`src/rtl/muldiv_unit_if.sv`:
```
// Operand, control and HI/LO result bundle shared by the execute-stage controller and the multiply/divide unit.
interface muldiv_unit_if #(
   parameter int WIDTH = 32
);
   logic             start;
   logic [1:0]       op;
   logic [WIDTH-1:0] a;
   logic [WIDTH-1:0] b;
   logic             hi_we;
   logic             lo_we;
   logic [WIDTH-1:0] wd;
   logic             busy;
   logic             done;
   logic [WIDTH-1:0] hi;
   logic [WIDTH-1:0] lo;

   modport master (
      output start, op, a, b, hi_we, lo_we, wd,
      input  busy, done, hi, lo
   );

   modport slave (
      input  start, op, a, b, hi_we, lo_we, wd,
      output busy, done, hi, lo
   );
endinterface

```
`src/rtl/muldiv_unit.sv`:
```
// Iterative radix-2 multiply / restoring divide owning HI/LO; one bit per cycle, WIDTH+1 busy cycles then a done pulse.
// busy stalls the controller; start and MTHI/MTLO strobes are ignored while busy.
module muldiv_unit #(
   parameter int WIDTH = 32
) (
   input  logic         clock,
   input  logic         reset,
   muldiv_unit_if.slave bus
);
   localparam int CW = (WIDTH > 1) ? $clog2(WIDTH) : 1;

   typedef enum logic [1:0] {
      IDLE = 2'd0,
      RUN  = 2'd1,
      FIX  = 2'd2
   } state_t;

   state_t             state_q;
   state_t             state_d;
   logic               launch;
   logic               is_div_q;
   logic               neg_res;
   logic               neg_rem;
   logic               div_zero;
   logic [2*WIDTH-1:0] acc;
   logic [WIDTH-1:0]   opb;
   logic [CW-1:0]      cnt;
   logic [WIDTH-1:0]   hi_q;
   logic [WIDTH-1:0]   lo_q;
   logic               done_q;

   logic               signed_op;
   logic               a_neg;
   logic               b_neg;
   logic [WIDTH-1:0]   a_mag;
   logic [WIDTH-1:0]   b_mag;

   logic [WIDTH:0]     mul_sum;
   logic [WIDTH:0]     div_shift;
   logic [WIDTH:0]     div_diff;
   logic [2*WIDTH-1:0] iter_next;

   logic [2*WIDTH-1:0] prod_fix;
   logic [WIDTH-1:0]   quot_fix;
   logic [WIDTH-1:0]   rem_fix;
   logic [WIDTH-1:0]   res_hi;
   logic [WIDTH-1:0]   res_lo;

   assign signed_op = ~bus.op[0];
   assign a_neg     = signed_op & bus.a[WIDTH-1];
   assign b_neg     = signed_op & bus.b[WIDTH-1];
   assign a_mag     = a_neg ? -bus.a : bus.a;
   assign b_mag     = b_neg ? -bus.b : bus.b;

   // acc holds {partial product, multiplier} for MULT and {remainder, dividend/quotient} for DIV
   assign mul_sum   = {1'b0, acc[2*WIDTH-1:WIDTH]} + (acc[0] ? {1'b0, opb} : {(WIDTH+1){1'b0}});
   assign div_shift = {acc[2*WIDTH-1:WIDTH], acc[WIDTH-1]};
   assign div_diff  = div_shift - {1'b0, opb};

   always_comb begin
      iter_next = {mul_sum, acc[WIDTH-1:1]};
      if (is_div_q) begin
         if (div_diff[WIDTH])
            iter_next = {div_shift[WIDTH-1:0], acc[WIDTH-2:0], 1'b0};
         else
            iter_next = {div_diff[WIDTH-1:0], acc[WIDTH-2:0], 1'b1};
      end
   end

   assign prod_fix = neg_res ? -acc : acc;
   assign quot_fix = neg_res ? -acc[WIDTH-1:0] : acc[WIDTH-1:0];
   assign rem_fix  = neg_rem ? -acc[2*WIDTH-1:WIDTH] : acc[2*WIDTH-1:WIDTH];

   always_comb begin
      res_hi = prod_fix[2*WIDTH-1:WIDTH];
      res_lo = prod_fix[WIDTH-1:0];
      if (is_div_q) begin
         res_hi = div_zero ? '0 : rem_fix;
         res_lo = div_zero ? '0 : quot_fix;
      end
   end

   always_ff @(posedge clock or posedge reset) begin
      if (reset) state_q <= IDLE;
      else       state_q <= state_d;
   end

   always_comb begin
      state_d = state_q;
      launch  = 1'b0;
      case (state_q)
         IDLE: begin
            if (bus.start) begin
               launch  = 1'b1;
               state_d = RUN;
            end
         end
         RUN:     if (cnt == '0) state_d = FIX;
         FIX:     state_d = IDLE;
         default: state_d = IDLE;
      endcase
   end

   always_ff @(posedge clock or posedge reset) begin
      if (reset) begin
         is_div_q <= 1'b0;
         neg_res  <= 1'b0;
         neg_rem  <= 1'b0;
         div_zero <= 1'b0;
         acc      <= '0;
         opb      <= '0;
         cnt      <= '0;
         hi_q     <= '0;
         lo_q     <= '0;
         done_q   <= 1'b0;
      end else begin
         done_q <= (state_q == FIX);
         if (state_q == IDLE) begin
            if (bus.hi_we) hi_q <= bus.wd;
            if (bus.lo_we) lo_q <= bus.wd;
         end
         if (launch) begin
            is_div_q <= bus.op[1];
            neg_res  <= a_neg ^ b_neg;
            neg_rem  <= a_neg;
            div_zero <= (bus.b == '0);
            acc      <= {{WIDTH{1'b0}}, (bus.op[1] ? a_mag : b_mag)};
            opb      <= bus.op[1] ? b_mag : a_mag;
            cnt      <= CW'(WIDTH - 1);
         end else if (state_q == RUN) begin
            acc <= iter_next;
            cnt <= cnt - CW'(1);
         end
         if (state_q == FIX) begin
            hi_q <= res_hi;
            lo_q <= res_lo;
         end
      end
   end

   assign bus.busy = (state_q != IDLE);
   assign bus.done = done_q;
   assign bus.hi   = hi_q;
   assign bus.lo   = lo_q;
endmodule

```
`src/flat_wrapper.sv`:
```
// flat-port wrapper written by rule: the top's interface ports become plain ports
module muldiv_unit_flat 
#(
   parameter int WIDTH = 32
)
  (clock, reset, bus_start, bus_op, bus_a, bus_b, bus_hi_we, bus_lo_we, bus_wd, bus_busy, bus_done, bus_hi, bus_lo);
  muldiv_unit_if #(.WIDTH(WIDTH)) bus_i ();
  input  logic clock;
  input  logic reset;
  input wire logic [$bits(bus_i.start)-1:0] bus_start;
  input wire logic [$bits(bus_i.op)-1:0] bus_op;
  input wire logic [$bits(bus_i.a)-1:0] bus_a;
  input wire logic [$bits(bus_i.b)-1:0] bus_b;
  input wire logic [$bits(bus_i.hi_we)-1:0] bus_hi_we;
  input wire logic [$bits(bus_i.lo_we)-1:0] bus_lo_we;
  input wire logic [$bits(bus_i.wd)-1:0] bus_wd;
  output wire logic [$bits(bus_i.busy)-1:0] bus_busy;
  output wire logic [$bits(bus_i.done)-1:0] bus_done;
  output wire logic [$bits(bus_i.hi)-1:0] bus_hi;
  output wire logic [$bits(bus_i.lo)-1:0] bus_lo;
  assign bus_i.start = bus_start;
  assign bus_i.op = bus_op;
  assign bus_i.a = bus_a;
  assign bus_i.b = bus_b;
  assign bus_i.hi_we = bus_hi_we;
  assign bus_i.lo_we = bus_lo_we;
  assign bus_i.wd = bus_wd;
  assign bus_busy = bus_i.busy;
  assign bus_done = bus_i.done;
  assign bus_hi = bus_i.hi;
  assign bus_lo = bus_i.lo;
  muldiv_unit #(.WIDTH(WIDTH)) u_core (.clock(clock), .reset(reset), .bus(bus_i));
endmodule
```
`config.mk`:
```
export PLATFORM = sky130hd
export DESIGN_NAME = muldiv_unit_flat
export DESIGN_NICKNAME = d
export VERILOG_FILES = /design/src/rtl/muldiv_unit_if.sv /design/src/rtl/muldiv_unit.sv /design/src/flat_wrapper.sv
export SDC_FILE = /design/constraint.sdc
export NUM_CORES = 1
export LEC_CHECK = 0
export ABC_AREA = 1
export BUFFER_PORTS_ARGS = -buffer_cell sky130_fd_sc_hd__buf_2
export CAP_MARGIN = 20
export CORE_MARGIN = 4
export CORE_UTILIZATION = 45
export DETAILED_ROUTE_END_ITERATION = 7
export PLACE_DENSITY_LB_ADDON = 0.05
export RECOVER_POWER = 25
export SKIP_CTS_REPAIR_TIMING = 1
export SYNTH_ARGS = -nofsm -noshare
export SYNTH_HDL_FRONTEND = slang
export SYNTH_SLANG_ARGS = --single-unit
```
`constraint.sdc`:
```
create_clock -name clock -period 7.1 [get_ports clock]
set_input_delay 0.71 -clock clock [delete_from_list [all_inputs] [get_ports clock]]
set_output_delay 0.71 -clock clock [all_outputs]
set_load 0.02 [all_outputs]
```
Word level (Yosys, flattened, before mapping)
Index checks and enable logic that the tools add are counted.

Add/subtract/negate cells: 8. Equal/unequal tests: 4. Mux-type cells: 29. Bitwise gates (word level): 4. Reductions and logical operators: 11.

Operator list (count): $mux W32 (17); $mux W64 (5); $neg A32 Y32 (4); $neg A64 Y64 (1); $add A32 B33 Y33 (1); $sub A33 B32 Y33 (1); $logic_not A32 Y1 (1); $mux W5 (2); $reduce_bool A2 Y1 (5); $reduce_and A2 Y1 (3); $logic_not A5 Y1 (1); $sub A5 B1 Y5 const B (1); $mux W2 (2); $pmux W2 S2 (1); $and A1 B1 Y1 (2); $eq A2 B1 Y1 const B (1); $eq A2 B2 Y1 const B (1); $logic_not A2 Y1 (1); $mux W1 (2); $ne A2 B1 Y1 const B (1); $ne A2 B2 Y1 const B (1); $not A1 Y1 (1); $xor A1 B1 Y1 (1).

Register bits: 172. Input bits: 103. Output and inout bits: 66. Logic and storage cells: 67.

Logic depth before layout (Yosys ltp)
Gate-level depths: netlist of run 1.

Depth after elaboration: 5. Gate-level depth with buffers: 21.

Worst setup path after synthesis of run 1
No wires, ideal clock.

Kind: flip-flop to flip-flop. From: register u_core.acc[0]. To: register u_core.acc[61]. Library setup time: 0.117 ns. Arrival time: 2.483 ns. Data required time: 6.983 ns. Slack: 4.500 ns. Cell stages (with the launch flop): 18. Buffers on the path: 2. Clock period less this slack: 2.600 ns. Cell sequence: dfrtp_1 > buf_6 > clkbuf_1 > nand2_1 > inv_1 > ha_1 > inv_1 > fa_1 > o21ai_0 > nand2_1 > nand2_1 > nand2_1 > nand3_1 > nand2_1 > nand3_1 > nand3_1 > nand3_1 > nand2_1.

Cells in the longest elaborated chain, start to end: 5.

RTL lines: from (decl) (line muldiv_unit.sv:25) `logic [2*WIDTH-1:0] acc;`; from (signal assigned) (line muldiv_unit.sv:127) `acc <= {{WIDTH{1'b0}}, (bus.op[1] ? a_mag : b_mag)};`; from (signal assigned) (line muldiv_unit.sv:131) `acc <= iter_next;`; $mux W32 (line muldiv_unit.sv:56) `assign mul_sum = {1'b0, acc[2*WIDTH-1:WIDTH]} + (acc[0] ? {1'b0, opb} : {(WIDTH+1){1'b0}});`; $add A32 B33 Y33 (line muldiv_unit.sv:56); $mux W64 (line muldiv_unit.sv:62) `if (is_div_q) begin`; $mux W64 (line muldiv_unit.sv:130) `end else if (state_q == RUN) begin`; $mux W64 (line muldiv_unit.sv:122) `if (launch) begin`.

Every way passes these cells. The select of a mux whose other input is x is not followed. A chain may end at the register's enable or synchronous reset.

==> results.tsv, run 1 <==
stage	metric	value	unit
route	avgRoutedWirePerCell	20.52	µm
synth	synth_nets	3387	
clock_network	clock_latency	0.46	ns
worst_hold_path	hold_class	flip-flop to flip-flop	
synth	ys_seq_elements	172	
clock_network	clk_root_buffer_cell	clkbuf_16	
worst_setup_path	rr_worst_depth	10	
synth	async_reset_ff_frac	1.000	
timing	hold_viol	0	
synth	synth_top_area_frac	0.2327	
worst_setup_path	worstPathMaxFanout	103	
synth	syn_area	18490	µm²
placement	portBuffers	168	
clock_network	htree_num_levels	4	
die	die_area	44410	µm²
clock_network	path_clk_slew	0.09	ns
synth	synth_cells	3212	
die	die_w	210.7	µm
die	die_h	210.7	µm
power	power_frac_clock	0.094	
die	io_pins	169	
power	power.static_leakage	0.01080	µW
worst_setup_path	setup.worst_path.end_class	async pin	
worst_setup_path	startpoint_type	input pin	
synth	seq_area_frac_synth	0.2327	
final_layout	nets	3491	
power	p_switching	6804	µW
worst_hold_path	holdPathStages	2	
power	ir_drop	0.2288	mV
power	p_per_area	553.4	nW/µm²
synth	synth_area_leaders	dfrtp_1 23%, nand2_1 22%, inv_1 9.4%	
timing	finalCriticalPeriod	4.259	ns
die	initial_core_util	0.4540	
timing	finalMaxSlewViolations	142	
final_layout	n_antenna_cell	0	
final_layout	nFillCells	4477	
worst_setup_path	max_stage_delay	2.65	ns
timing	tns	0	ns
timing	rsz0062_at_grt	false	
worst_hold_path	hp-start	u_core.cnt[0]	
timing	fin_crit_sh	0.5998	
worst_setup_path	cp_cell_sequence	buf_2, clkinvlp_2, buf_4	
global_routing	overflow	0	
final_layout	utilization	0.5014	
route	first_pass_iters	6	
worst_setup_path	path_class	input pin to async pin	
timing	skew	0.01948	ns
clock_network	cts_tree	done	
worst_setup_path	slowest_stage	clkinvlp_2	
synth	synth_edf_count	0	
synth	synth.distinct_cells	51	
final_layout	layout-drive-gt1-share	0.08922	
clock_network	cts_sinks	172	
timing	slew_headroom	-2.202	
route	first_iter_violations	2396	
clock_network	cts-buffers-inserted	17	
synth	yosysWarnings	0	
run_status	status	finished, violations left	
worst_setup_path	crit_arrival	4.64	ns
die	num_rows	74	
worst_setup_path	cp.required	7.48	ns
route	num_vias	21670	
global_routing	grt_pass1_wl	118600	µm
synth	syn_area_per_cell	5.758	µm²
power	p_comb_frac	0.703	
worst_setup_path	crit-reg2reg-launch	u_core.state_q[1]	
synth	synth_top_area_cell	dfrtp_1	
synth	synth_commonest_cells	1068 x nand2_1, 461 x inv_1, 354 x nor2_1	
die	core_area	40740	µm²
timing	setup_viol	0	
global_routing	grt_pass1_vias	19640	
worst_hold_path	min_to	u_core.cnt[0]	
route	drtAntennaViolNets	0	
job	cap_viol_max_count	2	
route	wl	79240	µm
power	swShare	0.6019	
placement	dp_hpwl	63900	µm
synth	synth_most_common_cell	nand2_1	
global_routing	grt_max_degree	104	
worst_setup_path	r2r-end	u_core.bus.lo[1]	
synth	ys.flop_type	dfrtp_1	
clock_network	clockBufferDepth	2	
route	vias_per_cell	5.611	
global_routing	groute.usage.overall	0.3433	
timing	max_clock_freq	234.8	MHz
global_routing	antenna_found_initial	1	
timing	tightest_slew	4.776	ns
power	pwr-share-seq	0.203	
run_status	violations	max-capacitance violations, max-slew violations	
final_layout	area_growth	10.45	%
placement	gp_congestion	1.021	
power	internal-power	4500	µW
route	drc	0	
worst_setup_path	r2r_setup_slack	3.70	ns
[final cells by class]
cell class                 count  area [µm²]  area share
tap                          532       665.6     0.03259
multi-input combinational   2463       11990      0.5871
inverter                     472        1773     0.08679
clock inverter                15       241.5     0.01182
sequential                   172        4307      0.2108
clock buffer                  17       425.4     0.02083
timing repair buffer         190        1022     0.05004
[power by group through the flow]
stage | Combinational, µW | Clock, µW | Sequential, µW
after floorplan | 5420 | 0 | 2040
after global placement | 7660 | 0 | 2240
after detailed placement | 7710 | 0 | 2260
after CTS | 7760 | 1070 | 2240
after global routing | 8790 | 1110 | 2310
final | 7940 | 1060 | 2300
[layer usage]
layer	routed length [µm]	part of all wire	global-route usage
met4	2155	0.027	0.08875
met3	7519	0.095	0.06253
met1	36070	0.46	0.5171
met5	7	0.000088	0
met2	33490	0.42	0.5071
[registers in the layout (all words and copies together), names as in the netlist]
signal           flops
u_core.acc          64
u_core.neg_res       1
u_core.bus.done      1
u_core.cnt           5
u_core.state_q       2
u_core.bus.hi       32
u_core.is_div_q      1
u_core.bus.lo       32
u_core.neg_rem       1
u_core.opb          32
u_core.div_zero      1
[stage by stage]
stage	power [µW]	hold slack [ns]	worst slack, ns	cell area [µm²]	instances
floorplan	7468	0.4521	1.730	18490	3212
global placement	9908	0.4685	4.069	19740	3828
detailed placement	9973	0.4762	3.957	19740	3828
CTS	11080	0.4910	3.937	20410	3860
global route	12210	0.5154	2.058	20430	3861
finish	11300	0.4917	2.841	20430	3861
[critical path: cells and delay by family]
kind | cells | cell delay, ns
buffers and inverters | 3 | 3.84
[placed cells by master (no fill, tap or decap), types with 26 or more instances in the layout]
cell,synthesis,final
nand2_1,1068,1067
nand3_1,296,296
nor2_1,354,351
nand4_1,38,38
inv_1,461,460
buf_2,15,168
o211ai_1,26,26
o21ai_0,171,170
ha_1,70,70
a21oi_1,167,166
dfrtp_1,172,170
xor2_1,74,74
[worst max path at each step]
stage                        startpoint         endpoint  slack, ns  depth (start not counted)
after CTS                 u_core.acc[0]   u_core.acc[45]       3.94                         16
final                             reset  u_core.is_div_q       2.84                          3
after global placement    u_core.acc[0]   u_core.acc[61]       4.07                         16
after floorplan                   reset    u_core.acc[0]       1.73                          1
after detailed placement  u_core.acc[0]   u_core.acc[45]       3.96                         16
after global routing              reset  u_core.is_div_q       2.06                          3
[cells by family after synthesis]
kind of cell    share of synthesized area
xor+xnor                          0.04025
flops                              0.2327
buf+inv                            0.1212
simple gates                       0.4205
compound gates                     0.1358
fa+ha+maj                         0.04952
Note: power is estimated with default switching activity, not from simulation.
==> run 2: changes to the inputs <==
Clock period 7.1 ns to 4.3 ns, I/O delays scaled along.
==> results.tsv, run 2 (same netlist as run 1, synthesis figures left out) <==
stage	metric	value	unit	change
run_status	status	finished, violations left		
run_status	violations	design-rule violations, max-capacitance violations, max-slew violations		
power	power_frac_clock	0.088		-0.006
route	num_vias	21760		+0.45%
power	ir_drop	0.5296	mV	+130%
power	p_switching	11270	µW	+66%
timing	skew	0.01784	ns	-0.001639 ns
clock_network	clk_root_buffer_cell	clkbuf_16		
clock_network	cts_tree	done		
worst_hold_path	hold_class	input pin to flip-flop		
final_layout	area_growth	10.68	%	
power	p_per_area	912.7	nW/µm²	+65%
timing	finalMaxSlewViolations	37		-74%
timing	setup_viol	0		unchanged
job	cap_viol_max_count	1		-1
die	die_h	210.7	µm	unchanged
placement	place_ws	1.330	ns	-2.626 ns
route	drc	1		+1
timing	hold_viol	0		unchanged
global_routing	grt_max_degree	72		-31%
power	swShare	0.6029		+0.001036
final_layout	layout-drive-gt1-share	0.09162		+0.002401
power	p_comb_frac	0.719		+0.016
global_routing	grt_pass1_vias	20270		+3.2%
clock_network	clockBufferDepth	2		unchanged
timing	worst_slack	1.298	ns	-1.544 ns
clock_network	clock_latency	0.48	ns	+0.02 ns
placement	dp_hpwl	66070	µm	+3.4%
final_layout	most-common-layout-cells	1067 x nand2_1, 460 x inv_1, 351 x nor2_1, 296 x nand3_1		
worst_setup_path	crit_arrival	3.07	ns	-1.57 ns
timing	tightest_slew	2.456	ns	-2.321 ns
final_layout	n_antenna_cell	0		unchanged
placement	dp_cells	3838		+0.26%
power	power.static_leakage	0.01082	µW	+0.24%
global_routing	groute.usage.overall	0.3550		+0.01176
final_layout	final_common_cell	nand2_1		
clock_network	htree_num_levels	4		unchanged
final_layout	top_register	u_core.acc		
die	die_w	210.7	µm	unchanged
final_layout	stdcell_count	3872		+0.28%
worst_setup_path	setup.worst_path.end_class	async pin		
route	first_pass_iters	8		+2
timing	tns	0	ns	unchanged
worst_hold_path	holdPathStages	3		+1
final_layout	multi_input_area	11990	µm²	unchanged
placement	portBuffers	168		unchanged
route	wl	81220	µm	+2.5%
die	initial_core_util	0.4540		unchanged
worst_setup_path	startpoint_type	input pin		
global_routing	overflow	0		unchanged
timing	finalCriticalPeriod	3.002	ns	
final_layout	nets	3503		+0.34%
global_routing	antenna_found_initial	0		-1
worst_setup_path	rr_worst_depth	16		+6
route	avgRoutedWirePerCell	20.98	µm	+2.2%
route	first_iter_violations	2346		-2.1%
worst_setup_path	worstPathMaxFanout	37		-64%
clock_network	path_clk_slew	0.08	ns	about the same
global_routing	grt_pass1_wl	121700	µm	+2.7%
timing	rsz0062_at_grt	false		
die	io_pins	169		unchanged
die	num_rows	74		unchanged
worst_setup_path	cp.required	4.36	ns	-3.12 ns
power	fin_total_pwr	18680	µW	+65%
power	pwr-share-seq	0.193		-0.010
die	core_area	40740	µm²	unchanged
die	die_area	44410	µm²	unchanged
power	internal-power	7418	µW	+65%
final_layout	nFillCells	4426		-1.1%
route	drtAntennaViolNets	0		unchanged
clock_network	cts_sinks	172		unchanged
timing	fin_crit_sh	0.6982		
route	vias_per_cell	5.621		+0.17%
timing	max_clock_freq	333.1	MHz	
worst_setup_path	path_class	input pin to async pin		
timing	slew_headroom	-0.6372		+1.565
placement	gp_congestion	1.002		-1.9%
final_layout	largest_reg_flops	64		unchanged
final_layout	seqCellArea	4307	µm²	unchanged
clock_network	cts-buffers-inserted	17		unchanged
[run 2: cell types whose count changed in the layout (fill, tap and decap cells not counted), sizes merged]
| cell | previous run | this run |
|---|---|---|
| buf | 189 | 199 |
| clkinv | 12 | 8 |
| clkinvlp | 1 | 4 |
| clkbuf | 18 | 20 |
| bufinv | 2 | 1 |
| dlygate4sd3 | 0 | 1 |
[run 2: critical path, stage by stage]
cell           delay, ns
dlygate4sd3_1       0.53
clkbuf_1            0.10
clkinvlp_2          0.20
clkbuf_1            1.78
[run 2: metal layers]
layer,up-vias,routed length (µm),global-route usage
met3,159,7241,0.06075
met2,1001,33750,0.5203
met5,-,0,0
li1,10420,-,-
met4,0,3790,0.1462
met1,10190,36440,0.5184
[run 2: layout make-up]
type | count | area share
clock buffers | 18 | 0.02145
clock inverters | 13 | 0.007518
inverters | 472 | 0.08661
multi-input cells | 2463 | 0.5859
flip-flops and latches | 172 | 0.2104
well taps | 532 | 0.03252
repair buffers | 202 | 0.05562
[run 2: power by group through the flow]
stage | sequential, µW | clock (µW) | combinational, µW
6_report | 3600 | 1640 | 13400
5_1_grt | 3660 | 1720 | 14900
4_1_cts | 3520 | 1650 | 13100
3_5_place_dp | 3550 | 0 | 13100
3_3_place_gp | 3520 | 0 | 13000
2_1_floorplan | 3370 | 0 | 8960
[run 2: stage by stage]
| step | area (µm²) | util | hold slack [ns] |
|---|---|---|---|
| global placement | 19840 | 0.4870 | 0.4684 |
| finish | 20470 | 0.5025 | 0.2597 |
| floorplan | 18500 | - | 0.4521 |
| detailed placement | 19840 | 0.4870 | 0.4720 |
| global route | 20470 | 0.5025 | 0.2589 |
| CTS | 20430 | 0.5015 | 0.2096 |
[run 2: final timing paths]
kind | start | end | slack (ns)
setup / recovery | reset | u_core.acc[49] | 1.30
hold / removal | bus_wd[9] | u_core.bus.hi[9] | 0.26
setup reg to reg | u_core.acc[0] | u_core.acc[54] | 1.31
hold reg to reg | u_core.cnt[0] | u_core.cnt[0] | 0.48
max in group clock | u_core.acc[0] | u_core.acc[54] | 1.31
min in group asynchronous | reset | u_core.bus.hi[19] | 0.41
==> run 3: changes to the inputs <==
Clock period 4.3 ns to 2.9 ns, I/O delays scaled along.
==> results.tsv, run 3 (same netlist as run 1, synthesis figures left out) <==
stage	metric	value	unit	change
final_layout	seqCellArea	4312	µm²	+0.12%
placement	dp_cells	3889		+1.3%
worst_setup_path	cp.required	3.33	ns	-1.03 ns
clock_network	clk_root_buffer_cell	clkbuf_16		
clock_network	cts-buffers-inserted	17		unchanged
placement	portBuffers	168		unchanged
global_routing	grt_pass1_vias	19820		-2.2%
timing	finalCriticalPeriod	2.748	ns	
worst_setup_path	setup.worst_path.end_class	flip-flop		
global_routing	busiest_layer	met1		
power	fin_total_pwr	28400	µW	+52%
global_routing	antenna_found_initial	0		unchanged
timing	slew_headroom	-0.07979		+0.5574
die	num_rows	74		unchanged
final_layout	area_growth	13.01	%	
global_routing	groute.usage.overall	0.3498		-0.005254
die	core_area	40740	µm²	unchanged
global_routing	met1_usage	0.5231		+0.004674
final_layout	stdcell_count	3924		+1.3%
worst_hold_path	hold_class	input pin to flip-flop		
final_layout	n_antenna_cell	0		unchanged
power	p_per_area	1359	nW/µm²	+49%
final_layout	multi_input_area	12050	µm²	+0.46%
worst_setup_path	path_class	flip-flop to flip-flop		
route	wl	80410	µm	-0.99%
clock_network	cts_sinks	172		unchanged
clock_network	cts_tree	done		
die	die_h	210.7	µm	unchanged
final_layout	layout-drive-gt1-share	0.09522		+0.003607
global_routing	grt_use_met2	0.5098		-0.01053
timing	finalMaxSlewViolations	68		+84%
placement	place_ws	0.01717	ns	-1.313 ns
final_layout	nets	3554		+1.5%
timing	hold_viol	0		unchanged
clock_network	htree_num_levels	4		unchanged
placement	dp_hpwl	65610	µm	-0.68%
power	ir_drop	0.7496	mV	+42%
timing	rsz0062_at_grt	false		
die	die_area	44410	µm²	unchanged
timing	worst_slack	0.1521	ns	-1.145 ns
timing	setup_viol	0		unchanged
timing	fin_crit_sh	0.9475		
global_routing	grt_use_met3	0.06476		+0.004010
global_routing	overflow	0		unchanged
run_status	violations	max-capacitance violations, max-slew violations		
timing	holdWs	0.09359	ns	-0.1661 ns
clock_network	clock_latency	0.49	ns	about the same
global_routing	grt_pass1_wl	119700	µm	-1.7%
worst_setup_path	startpoint_type	flip-flop		
route	drc	0		-1
route	num_vias	22220		+2.1%
route	avgRoutedWirePerCell	20.49	µm	-2.3%
clock_network	path_clk_slew	0.08	ns	about the same
job	cap_viol_max_count	2		+1
route	vias_per_cell	5.661		+0.72%
worst_setup_path	worstPathMaxFanout	12		-68%
timing	max_clock_freq	363.9	MHz	
power	power.static_leakage	0.01099	µW	+1.5%
die	io_pins	169		unchanged
final_layout	top_register	u_core.acc		
die	initial_core_util	0.4540		unchanged
final_layout	most-common-layout-cells	1066 x nand2_1, 460 x inv_1, 350 x nor2_1, 294 x nand3_1, 169 x o21ai_0		
timing	tightest_slew	1.611	ns	-0.8450 ns
worst_setup_path	crit_arrival	3.17	ns	+0.10 ns
timing	tns	0	ns	unchanged
route	first_pass_iters	6		-2
final_layout	nFillCells	4405		-0.47%
final_layout	final_common_cell	nand2_1		
worst_setup_path	r2r_setup_slack	0.15	ns	-1.16 ns
timing	skew	0.01617	ns	-0.001670 ns
final_layout	largest_reg_flops	64		unchanged
route	drtAntennaViolNets	0		unchanged
die	die_w	210.7	µm	unchanged
global_routing	grt_max_degree	62		-14%
placement	gp_congestion	1.050		+4.8%
route	first_iter_violations	2795		+19%
run_status	status	finished, violations left		
clock_network	clockBufferDepth	2		unchanged
[run 3: layout make-up]
class / count / share of cell area
clock buffers: 17 / 0.02035
clock inverters: 15 / 0.009998
inverters: 472 / 0.08483
multi-input cells: 2463 / 0.5764
flip-flops and latches: 172 / 0.2063
well taps: 532 / 0.03185
repair buffers: 253 / 0.07022
[run 3: where the power goes]
part           switching [µW]  internal, µW  total (µW)
logic                   14100          6630       20800
registers                1560          3600        5150
clock network            1240          1260        2500
[run 3: routing by layer]
layer / part of all wire / routed length (µm)
met5: 0 / 0
met4: 0.036 / 2864
met3: 0.11 / 8444
met2: 0.42 / 33610
met1: 0.44 / 35490
[run 3: worst max-delay path: stages (launching register included)]
cell and delay [ns]:
dfrtp_1 0.62, ha_1 0.51, nand2_1 0.16, nor2_4 0.17
nand2_1 0.08, nor2_2 0.15, nand2_4 0.10, nand2_4 0.08
nand2_4 0.07, nand2_8 0.13, buf_4 0.21, nand3_2 0.13
nand3_1 0.15, nand2_1 0.06, nand2_1 0.06
[run 3: per-stage QoR]
step                        util  cell area (µm²)
final                     0.5130            20900
after global routing      0.5130            20900
after CTS                 0.5126            20880
after detailed placement  0.4970            20250
after global placement    0.4970            20250
after floorplan                -            18500
[run 3: path summary, 6_finish.rpt]
check / startpoint / to / cells after the start
min in group asynchronous: reset / u_core.bus.lo[21] / 3
max in group asynchronous: reset / u_core.bus.lo[25] / 4
min reg2reg: u_core.cnt[0] / u_core.cnt[0] / 2
min: bus_wd[7] / u_core.bus.lo[7] / 3
max reg2reg: u_core.acc[47] / u_core.acc[47] / 14
max: u_core.acc[47] / u_core.acc[47] / 14
